File: src/rtl/mcu_pkg.sv
// mcu_pkg: definitions shared across the 4-bit microcontroller.
//   - Timing_Signal phase encodings (T0..T3)
//   - opcode and instruction word widths
//   - bit positions of the opcode and operand fields in an instruction word
package mcu_pkg;

  localparam int MCU_OPCODE_W = 4;
  localparam int MCU_IW       = 8;

  // Instruction word layout: opcode in the upper nibble, operand in the lower.
  localparam int OPCODE_MSB  = 7;
  localparam int OPCODE_LSB  = 4;
  localparam int OPERAND_MSB = 3;
  localparam int OPERAND_LSB = 0;

  localparam logic [1:0] TS_T0 = 2'b00;
  localparam logic [1:0] TS_T1 = 2'b01;
  localparam logic [1:0] TS_T2 = 2'b10;
  localparam logic [1:0] TS_T3 = 2'b11;

endpackage

File: src/rtl/program_counter.sv
// program_counter: ADDR_W-bit program counter.
//   clk, rst_n  : clock, asynchronous active-low reset (PC clears to 0)
//   load        : load pc from load_val; wins over inc
//   load_val    : value to load
//   inc         : advance pc by one, wrapping from all-ones to zero
//   pc          : current program counter
//   wrap        : high while an increment in this cycle will wrap pc to zero
module program_counter #(
  parameter int ADDR_W = 4
) (
  input  logic              clk,
  input  logic              rst_n,
  input  logic              load,
  input  logic [ADDR_W-1:0] load_val,
  input  logic              inc,
  output logic [ADDR_W-1:0] pc,
  output logic              wrap
);

  logic [ADDR_W-1:0] pc_reg;

  always_ff @(posedge clk or negedge rst_n) begin
    if (!rst_n) begin
      pc_reg <= '0;
    end else if (load) begin
      pc_reg <= load_val;
    end else if (inc) begin
      pc_reg <= pc_reg + ADDR_W'(1);
    end
  end

  assign pc   = pc_reg;
  assign wrap = inc && (pc_reg == {ADDR_W{1'b1}});

endmodule

File: src/rtl/fetch_sequencer.sv
// fetch_sequencer: instruction fetch and T0-T3 timing sequencer.
//   clk, rst_n          : clock, asynchronous active-low reset
//   run                 : level, continuous execution while high
//   step                : one-cycle pulse, executes one instruction from IDLE
//   pc_load, pc_load_val: PC load request (honoured in IDLE and T3 only)
//   mem_addr, mem_rd    : program-memory address (= pc) and read strobe (T0)
//   mem_data            : read data, one cycle after mem_rd
//   instruction, operand: IR opcode / operand fields for the decoder
//   Timing_Signal       : phase code, 00 in IDLE and T0
//   pc                  : current program counter
//   halted              : high in IDLE
//   instr_done          : high in T3
module fetch_sequencer
  import mcu_pkg::*;
#(
  parameter int ADDR_W       = 4,
  parameter int IW           = MCU_IW,
  parameter bit HALT_ON_WRAP = 1'b0
) (
  input  logic                    clk,
  input  logic                    rst_n,
  input  logic                    run,
  input  logic                    step,
  input  logic                    pc_load,
  input  logic [ADDR_W-1:0]       pc_load_val,
  output logic [ADDR_W-1:0]       mem_addr,
  output logic                    mem_rd,
  input  logic [IW-1:0]           mem_data,
  output logic [MCU_OPCODE_W-1:0] instruction,
  output logic [3:0]              operand,
  output logic [1:0]              Timing_Signal,
  output logic [ADDR_W-1:0]       pc,
  output logic                    halted,
  output logic                    instr_done
);

  typedef enum logic [2:0] {
    S_IDLE,
    S_T0,
    S_T1,
    S_T2,
    S_T3
  } state_t;

  state_t        state_reg, state_next;
  logic          single_reg, single_next;
  // Set when this instruction's PC increment wrapped to zero.
  logic          wrapped_reg, wrapped_next;
  logic [IW-1:0] ir_reg;

  logic pc_ld, pc_inc, pc_wrap, ir_ld;

  program_counter #(.ADDR_W(ADDR_W)) u_pc (
    .clk      (clk),
    .rst_n    (rst_n),
    .load     (pc_ld),
    .load_val (pc_load_val),
    .inc      (pc_inc),
    .pc       (pc),
    .wrap     (pc_wrap)
  );

  always_ff @(posedge clk or negedge rst_n) begin
    if (!rst_n) begin
      state_reg   <= S_IDLE;
      single_reg  <= 1'b0;
      wrapped_reg <= 1'b0;
      ir_reg      <= '0;
    end else begin
      state_reg   <= state_next;
      single_reg  <= single_next;
      wrapped_reg <= wrapped_next;
      if (ir_ld) begin
        ir_reg <= mem_data;
      end
    end
  end

  always_comb begin
    state_next   = state_reg;
    single_next  = single_reg;
    wrapped_next = wrapped_reg;
    pc_ld        = 1'b0;
    pc_inc       = 1'b0;
    ir_ld        = 1'b0;
    case (state_reg)
      S_IDLE: begin
        wrapped_next = 1'b0;
        // A load in IDLE consumes the cycle; starting waits for the next one.
        if (pc_load) begin
          pc_ld = 1'b1;
        end else if (run) begin
          state_next  = S_T0;
          single_next = 1'b0;
        end else if (step) begin
          state_next  = S_T0;
          single_next = 1'b1;
        end
      end
      S_T0: state_next = S_T1;
      S_T1: begin
        // Memory data requested in T0 is valid now; capture it with the PC bump.
        state_next = S_T2;
        ir_ld      = 1'b1;
        pc_inc     = 1'b1;
        if (pc_wrap) begin
          wrapped_next = 1'b1;
        end
      end
      S_T2: state_next = S_T3;
      S_T3: begin
        single_next  = 1'b0;
        wrapped_next = 1'b0;
        if (pc_load) begin
          pc_ld      = 1'b1;
          state_next = (run && !single_reg) ? S_T0 : S_IDLE;
        end else if (HALT_ON_WRAP && wrapped_reg) begin
          state_next = S_IDLE;
        end else if (run && !single_reg) begin
          state_next = S_T0;
        end else begin
          state_next = S_IDLE;
        end
      end
      default: state_next = S_IDLE;
    endcase
  end

  always_comb begin
    Timing_Signal = TS_T0;
    case (state_reg)
      S_T1:    Timing_Signal = TS_T1;
      S_T2:    Timing_Signal = TS_T2;
      S_T3:    Timing_Signal = TS_T3;
      default: Timing_Signal = TS_T0;
    endcase
  end

  assign mem_addr    = pc;
  assign mem_rd      = (state_reg == S_T0);
  assign halted      = (state_reg == S_IDLE);
  assign instr_done  = (state_reg == S_T3);
  assign instruction = ir_reg[OPCODE_MSB:OPCODE_LSB];
  assign operand     = ir_reg[OPERAND_MSB:OPERAND_LSB];

endmodule
File: config.mk
export PLATFORM = sky130hd
export DESIGN_NAME = fetch_sequencer
export DESIGN_NICKNAME = d
export VERILOG_FILES = /design/src/rtl/mcu_pkg.sv /design/src/rtl/program_counter.sv /design/src/rtl/fetch_sequencer.sv
export SDC_FILE = /design/constraint.sdc
export NUM_CORES = 1
export LEC_CHECK = 0
export CORE_MARGIN = 5
export CORE_UTILIZATION = 36
export DETAILED_ROUTE_END_ITERATION = 7
export GPL_TIMING_DRIVEN = 1
export PLACE_DENSITY_LB_ADDON = 0.1
export SETUP_SLACK_MARGIN = 0.15
export SYNTH_ARGS = -nofsm -noshare
export SYNTH_HDL_FRONTEND = slang
export SYNTH_SLANG_ARGS = --single-unit
export TNS_END_PERCENT = 20
File: constraint.sdc
create_clock -name clk -period 1.2 [get_ports clk]
set_input_delay 0.18 -clock clk [delete_from_list [all_inputs] [get_ports clk]]
set_output_delay 0.18 -clock clk [all_outputs]
set_load 0.02 [all_outputs]
==> flow_metrics.env, run 1 <==
export IMPL_synth_net_count=103
export IMPL_max_stage_delay_ns=0.46
export IMPL_cp_startpoint="state_reg[0]"
export IMPL_nNetsFinal=156
export IMPL_antenna_found_initial=0
export IMPL_grt_first_pass_wirelength_um=3520
export IMPL_grt_overflow_total=0
export IMPL_cap_violations=0
export IMPL_cp_end_kind="flip-flop"
export IMPL_antenna_cells=0
export IMPL_post_route_drc_count=0
export IMPL_violations="negative setup slack"
export IMPL_worstPathRequired_ns=1.42
export IMPL_max_slew_margin_pct=85.6
export IMPL_die_h_um=57.8
export IMPL_start_util_pct=37.6
export IMPL_die_area_um2=3340
export IMPL_cp_num_buf_inv=1
export IMPL_netlist_area_um2=823
export IMPL_share_comb_of_total_power_pct=65.7
export IMPL_slew_viol_final=0
export IMPL_ys_ff_latch=16
export IMPL_p_sw_mw=1.74
export IMPL_seq_area_um2=404
export IMPL_crit_path_start_kind="flip-flop"
export IMPL_final_common_cell="nand2_1"
export IMPL_ant_nets=0
export IMPL_p_seq_share_pct=25.8
export IMPL_root_buffer="clkbuf_4"
export IMPL_detail_route_wl_per_cell_um=13.0
export IMPL_multi_input_area_um2=438
export IMPL_worst_slew_pin_transition_ns=0.216
export IMPL_drtIter0Drc=17
export IMPL_status="complete, but fails checks"
export IMPL_power_density_nw_per_um2=2910
export IMPL_rows=17
export IMPL_rsz0062_at_grt="true"
export IMPL_max_freq_mhz=670
export IMPL_yosys_warnings=0
export IMPL_ff2ff_setup_slack_ns=-0.29
export IMPL_synth_avg_cell_area_um2=9.69
export IMPL_path_max_fanout=5
export IMPL_cts_tree="yes"
export IMPL_r2r_end="u_pc.pc[3]"
export IMPL_io_pin_count=38
export IMPL_grt_start_max_net_pins=17
export IMPL_final_min_clock_period_ns=1.49
export IMPL_p_sw_share_pct=41.6
export IMPL_hold_violations=0
export IMPL_hp_class="in -> async"
export IMPL_globalplace_congestion=0.732
export IMPL_worstReg2RegStart="state_reg[0]"
export IMPL_irDropWorstVdd_uv=1790
export IMPL_fin_util_pct=65.6
export IMPL_ys_seq_area_share_pct=48.6
export IMPL_cpLargestDelayFamily="simple AND/OR/NAND/NOR gates"
export IMPL_path_class="reg -> reg"
export IMPL_cp_cell_sequence="buf_6, or3b_4, or3_1, nand3_1"
export IMPL_mostFrequentLayoutCells="nand2_1 (24), buf_6 (20), clkdlybuf4s50_1 (16)"
export IMPL_netlist_instances=85
export IMPL_hpwlAfterDp_um=1590
export IMPL_fill_cells=175
export IMPL_grt_pass1_vias=810
export IMPL_synth_distinct_cells=29
export IMPL_core_area_um2=2190
export IMPL_fin_ws_ns=-0.293
export IMPL_p_int_mw=2.44
export IMPL_gr_usage_all_layers_pct=13.4
export IMPL_leakage_nw=0.670
export IMPL_ctsHoldBuffers=0
export IMPL_clock_skew_ns=0.00605
export IMPL_drive_gt1_share_pct=46.7
export IMPL_htreeDepth=1
export IMPL_clockBufferDepth=2
export IMPL_io_buffers=37
export IMPL_die_w_um=57.8
export IMPL_largest_reg_flops=8
export IMPL_crit_arrival_ns=1.71
export IMPL_reg2regPathDepth=4
export IMPL_drt_vias_per_instance=4.68
export IMPL_vias=772
export IMPL_cts_sinks=16
export IMPL_finalCritPeriodShare_pct=124
export IMPL_cts_buffers=3
export IMPL_setup_viol=19
export IMPL_cts_reportedPaths_clkPinSlew_ns=0.10
export IMPL_total_power_mw=4.18
export IMPL_cpMaxStageDelayCell="dfrtp_2"
export IMPL_area_delta_synth_final_pct=74.5
export IMPL_first_pass_iters=4
export IMPL_insertion_delay_ns=0.28
export IMPL_wl_um=2150
export IMPL_power_frac_clock_pct=8.5
==> power groups by stage <==
stage | registers, mW | logic, mW | clock network (mW)
after floorplan | 1.25 | 1.25 | 0
after global placement | 1.01 | 2.50 | 0
after global routing | 1.11 | 2.94 | 0.405
after detailed placement | 1.03 | 2.53 | 0
after CTS | 1.04 | 2.44 | 0.372
final | 1.08 | 2.74 | 0.356
==> per-stage QoR <==
step	TNS (ns)	hold slack (ns)	cell area [um2]	cells	setup WS, ns
6_report	-3.12	0.209	1440	165	-0.293
4_1_cts	-3.52	0.211	1340	163	-0.291
2_1_floorplan	-0.266	-0.116	867	85	-0.0750
3_3_place_gp	-4.63	0.456	1320	158	-0.390
5_1_grt	-4.27	0.215	1440	165	-0.355
3_5_place_dp	-4.94	0.461	1320	158	-0.417
==> how the worst max path moves through the flow <==
stage	endpoint	slack (ns)	cells past startpoint
floorplan	u_pc.pc[3]	-0.08	4
global placement	Timing_Signal[1]	-0.39	3
detailed placement	Timing_Signal[1]	-0.42	3
CTS	Timing_Signal[1]	-0.29	3
global route	u_pc.pc[3]	-0.35	4
finish	u_pc.pc[3]	-0.29	4
==> final cells by class <==
cell class	instances	area share, %
repair buffers	56	36.4
well taps	28	2.44
clock buffers	4	2.53
flip-flops and latches	16	28.1
multi-input cells	61	30.5
==> kinds of logic (layout without fill, tap and decap cells) <==
logic type / count (synthesis) / count (layout) / synth area share, %
simple gates: 47 / 47 / 31.2
flops: 16 / 16 / 48.6
compound gates: 10 / 10 / 8.36
buf+inv: 8 / 60 / 7.14
xor+xnor: 3 / 3 / 3.19
fa+ha+maj: 1 / 1 / 1.52
==> Yosys cell counts <==
| master | count | area share, % |
|---|---|---|
| nor3b_4 | 1 | 2.3 |
| or3_1 | 1 | 0.76 |
| o21bai_1 | 1 | 0.91 |
| nand4bb_1 | 1 | 1.4 |
| o21ai_0 | 2 | 1.2 |
| buf_4 | 5 | 4.6 |
| o21ai_1 | 2 | 1.2 |
| nor3_1 | 2 | 1.2 |
| or3b_1 | 2 | 2.1 |
| buf_6 | 1 | 1.4 |
| nor3b_1 | 2 | 1.8 |
| nand3_1 | 2 | 1.2 |
| a21oi_1 | 1 | 0.61 |
| nor3b_2 | 1 | 1.5 |
| o211ai_2 | 1 | 1.5 |
| o22ai_1 | 1 | 0.76 |
| o21ba_2 | 1 | 1.2 |
| and3b_1 | 1 | 1.1 |
| nand2_1 | 27 | 12 |
| a22oi_1 | 1 | 0.91 |
| nor2_1 | 2 | 0.91 |
| ha_1 | 1 | 1.5 |
| and4bb_2 | 1 | 1.5 |
| dfrtp_1 | 16 | 49 |
| buf_2 | 2 | 1.2 |
| nor4_1 | 1 | 0.76 |
| or2_2 | 1 | 0.76 |
| nand2b_1 | 2 | 1.5 |
| xnor2_1 | 3 | 3.2 |
==> routing by layer <==
metal  share of wire [%]  routed length, um  up-vias  track usage (%)
met2                  49               1060       24             21.9
met1                  43                916      358             16.0
met3                 6.2                134        4             2.90
met4                 1.8                 39        0             7.62
li1                    -                  -      386                -
met5                   0                  0        -                0
==> timing repair <==
item                       in CTS  in global routing
resized for setup             102                 31
setup buffers                   1                  2
hold endpoints to repair        0                  0
pin swaps                      10                 11
setup endpoints to repair      36                 30
Note: power is estimated with default switching activity, not from simulation.
==> run 2: changes to the inputs <==
--- a/config.mk
+++ b/config.mk
@@ -8,7 +8,7 @@
 export CORE_MARGIN = 5
 export CORE_UTILIZATION = 36
 export DETAILED_ROUTE_END_ITERATION = 7
-export GPL_TIMING_DRIVEN = 1
+export GPL_TIMING_DRIVEN = 0
 export PLACE_DENSITY_LB_ADDON = 0.1
 export SETUP_SLACK_MARGIN = 0.15
 export SYNTH_ARGS = -nofsm -noshare
==> run 2 against run 1 <==
Effect of this change: the flow still finishes with violations (negative setup slack); critical path depth unchanged; first-iteration DRC count down 18%; non-clock buffer count up 7.
==> flow_metrics.env, run 2 (synthesis results as in run 1) <==
export IMPL_worst_slew_pin_transition_ns=0.730
export IMPL_cp_cell_sequence="buf_6, and3b_1, or2_4, buf_6"
export IMPL_die_h_um=57.8
export IMPL_gr_usage_all_layers_pct=15.3
export IMPL_clock_skew_ns=0.00988
export IMPL_io_pin_count=38
export IMPL_drive_gt1_share_pct=44.8
export IMPL_irDropWorstVdd_uv=1730
export IMPL_antenna_found_initial=0
export IMPL_fin_ws_ns=-0.359
export IMPL_cp_end_kind="output pin"
export IMPL_final_min_clock_period_ns=1.56
export IMPL_violations="negative setup slack"
export IMPL_vias=858
export IMPL_clockBufferDepth=2
export IMPL_place_ws_ns=-0.531
export IMPL_cpMaxStageDelayCell="dfrtp_1"
export IMPL_cap_violations=0
export IMPL_area_delta_synth_final_pct=78.3
export IMPL_worstPathRequired_ns=1.02
export IMPL_core_area_um2=2190
export IMPL_antenna_cells=0
export IMPL_wl_um=2440
export IMPL_globalplace_congestion=0.739
export IMPL_die_area_um2=3340
export IMPL_hpwlAfterDp_um=1540
export IMPL_die_w_um=57.8
export IMPL_total_power_mw=4.30
export IMPL_stdcell_count=171
export IMPL_ctsHoldBuffers=0
export IMPL_io_buffers=37
export IMPL_placed_cells=150
export IMPL_hp_class="in -> async"
export IMPL_grt_first_pass_wirelength_um=3930
export IMPL_cp_num_buf_inv=2
export IMPL_cts_sinks=16
export IMPL_grt_overflow_total=0
export IMPL_final_common_cell="nand2_1"
export IMPL_setup_viol=19
export IMPL_ff2ff_setup_slack_ns=-0.29
export IMPL_grt_util_met1_pct=16.4
export IMPL_gr_usage_met2_pct=26.3
export IMPL_fill_cells=181
export IMPL_mostFrequentLayoutCells="nand2_1 (27), buf_6 (24), clkdlybuf4s50_1 (16), buf_4 (16), dfrtp_1 (14)"
export IMPL_top_usage_layer="met2"
export IMPL_cts_buffers=3
export IMPL_grt_util_met3_pct=3.12
export IMPL_start_util_pct=37.6
export IMPL_hold_violations=0
export IMPL_path_class="reg -> out"
export IMPL_leakage_nw=0.697
export IMPL_rsz0062_at_grt="true"
export IMPL_cpMostUsedCell="buf_6"
export IMPL_grt_pass1_vias=900
export IMPL_path_max_fanout=6
export IMPL_cts_tree="yes"
export IMPL_slew_viol_final=0
export IMPL_status="complete, but fails checks"
export IMPL_max_stage_delay_ns=0.41
export IMPL_root_buffer="clkbuf_4"
export IMPL_post_route_drc_count=0
export IMPL_finalCritPeriodShare_pct=130
export IMPL_whs_ns=0.307
export IMPL_cts_reportedPaths_clkPinSlew_ns=0.10
export IMPL_grt_start_max_net_pins=17
export IMPL_largest_reg_flops=8
export IMPL_detail_route_wl_per_cell_um=14.2
export IMPL_nNetsFinal=163
export IMPL_power_density_nw_per_um2=2930
export IMPL_crit_arrival_ns=1.38
export IMPL_crit_path_start_kind="flip-flop"
export IMPL_drt_vias_per_instance=5.02
export IMPL_first_pass_iters=2
export IMPL_rows=17
export IMPL_ant_nets=0
export IMPL_max_slew_margin_pct=51.2
export IMPL_max_freq_mhz=641
export IMPL_insertion_delay_ns=0.30
export IMPL_cpLargestDelayFamily="simple AND/OR/NAND/NOR gates"
export IMPL_drtIter0Drc=14
export IMPL_htreeDepth=1
## run 2: final timing paths
path | from | to | cells past startpoint
min reg2reg | ir_reg[3] | ir_reg[3] | 2
min | rst_n | ir_reg[3] | 1
max in group asynchronous | rst_n | state_reg[0] | 1
min in group clk | mem_data[6] | ir_reg[6] | 3
max reg2reg | state_reg[1] | u_pc.pc[3] | 6
max | state_reg[1] | Timing_Signal[1] | 4
## run 2: per-layer routing
layer  up-vias  routed length, um
li1        401                  -
met1       421                967
met2        29               1270
met3         7                129
met4         0                 68
met5         -                  0
## run 2: metrics by stage
step	TNS, ns	utilization (%)	area (um2)
5_1_grt	-4.92	67.0	1470
6_report	-3.82	67.0	1470
3_5_place_dp	-3.65	58.1	1270
3_3_place_gp	-3.27	58.1	1270
4_1_cts	-3.33	63.3	1390
2_1_floorplan	-0.266	-	867
## run 2: cell type report
cell class | count | area (um2) | area share, %
Timing Repair Buffer | 55 | 495 | 33.8
Tap cell | 28 | 35.0 | 2.39
Buffer | 8 | 90.1 | 6.14
Sequential cell | 16 | 403 | 27.5
Multi-Input combinational cell | 61 | 422 | 28.7
Clock buffer | 3 | 22.5 | 1.53
## run 2: power breakdown
part	internal, mW	total (mW)	leakage [nW]	switching (mW)
registers	0.812	1.01	0.192	0.198
clock network	0.117	0.293	0.0138	0.177
logic	1.58	2.99	0.491	1.42
total	2.50	4.30	0.697	1.79
## run 2: timing repair
action,CTS,global route
pin swaps,15,6
buffers inserted,13,5
setup endpoints to repair,34,32
gates cloned,0,0
resized for setup,98,20
==> run 3: changes to the inputs <==
--- a/config.mk
+++ b/config.mk
@@ -7,6 +7,7 @@
 export LEC_CHECK = 0
 export CORE_MARGIN = 5
 export CORE_UTILIZATION = 36
+export CTS_CLUSTER_SIZE = 14
 export DETAILED_ROUTE_END_ITERATION = 7
 export GPL_TIMING_DRIVEN = 0
 export PLACE_DENSITY_LB_ADDON = 0.1
==> results of run 3 <==
Same layout as run 2: the final DEF is identical, and so are final timing and power.
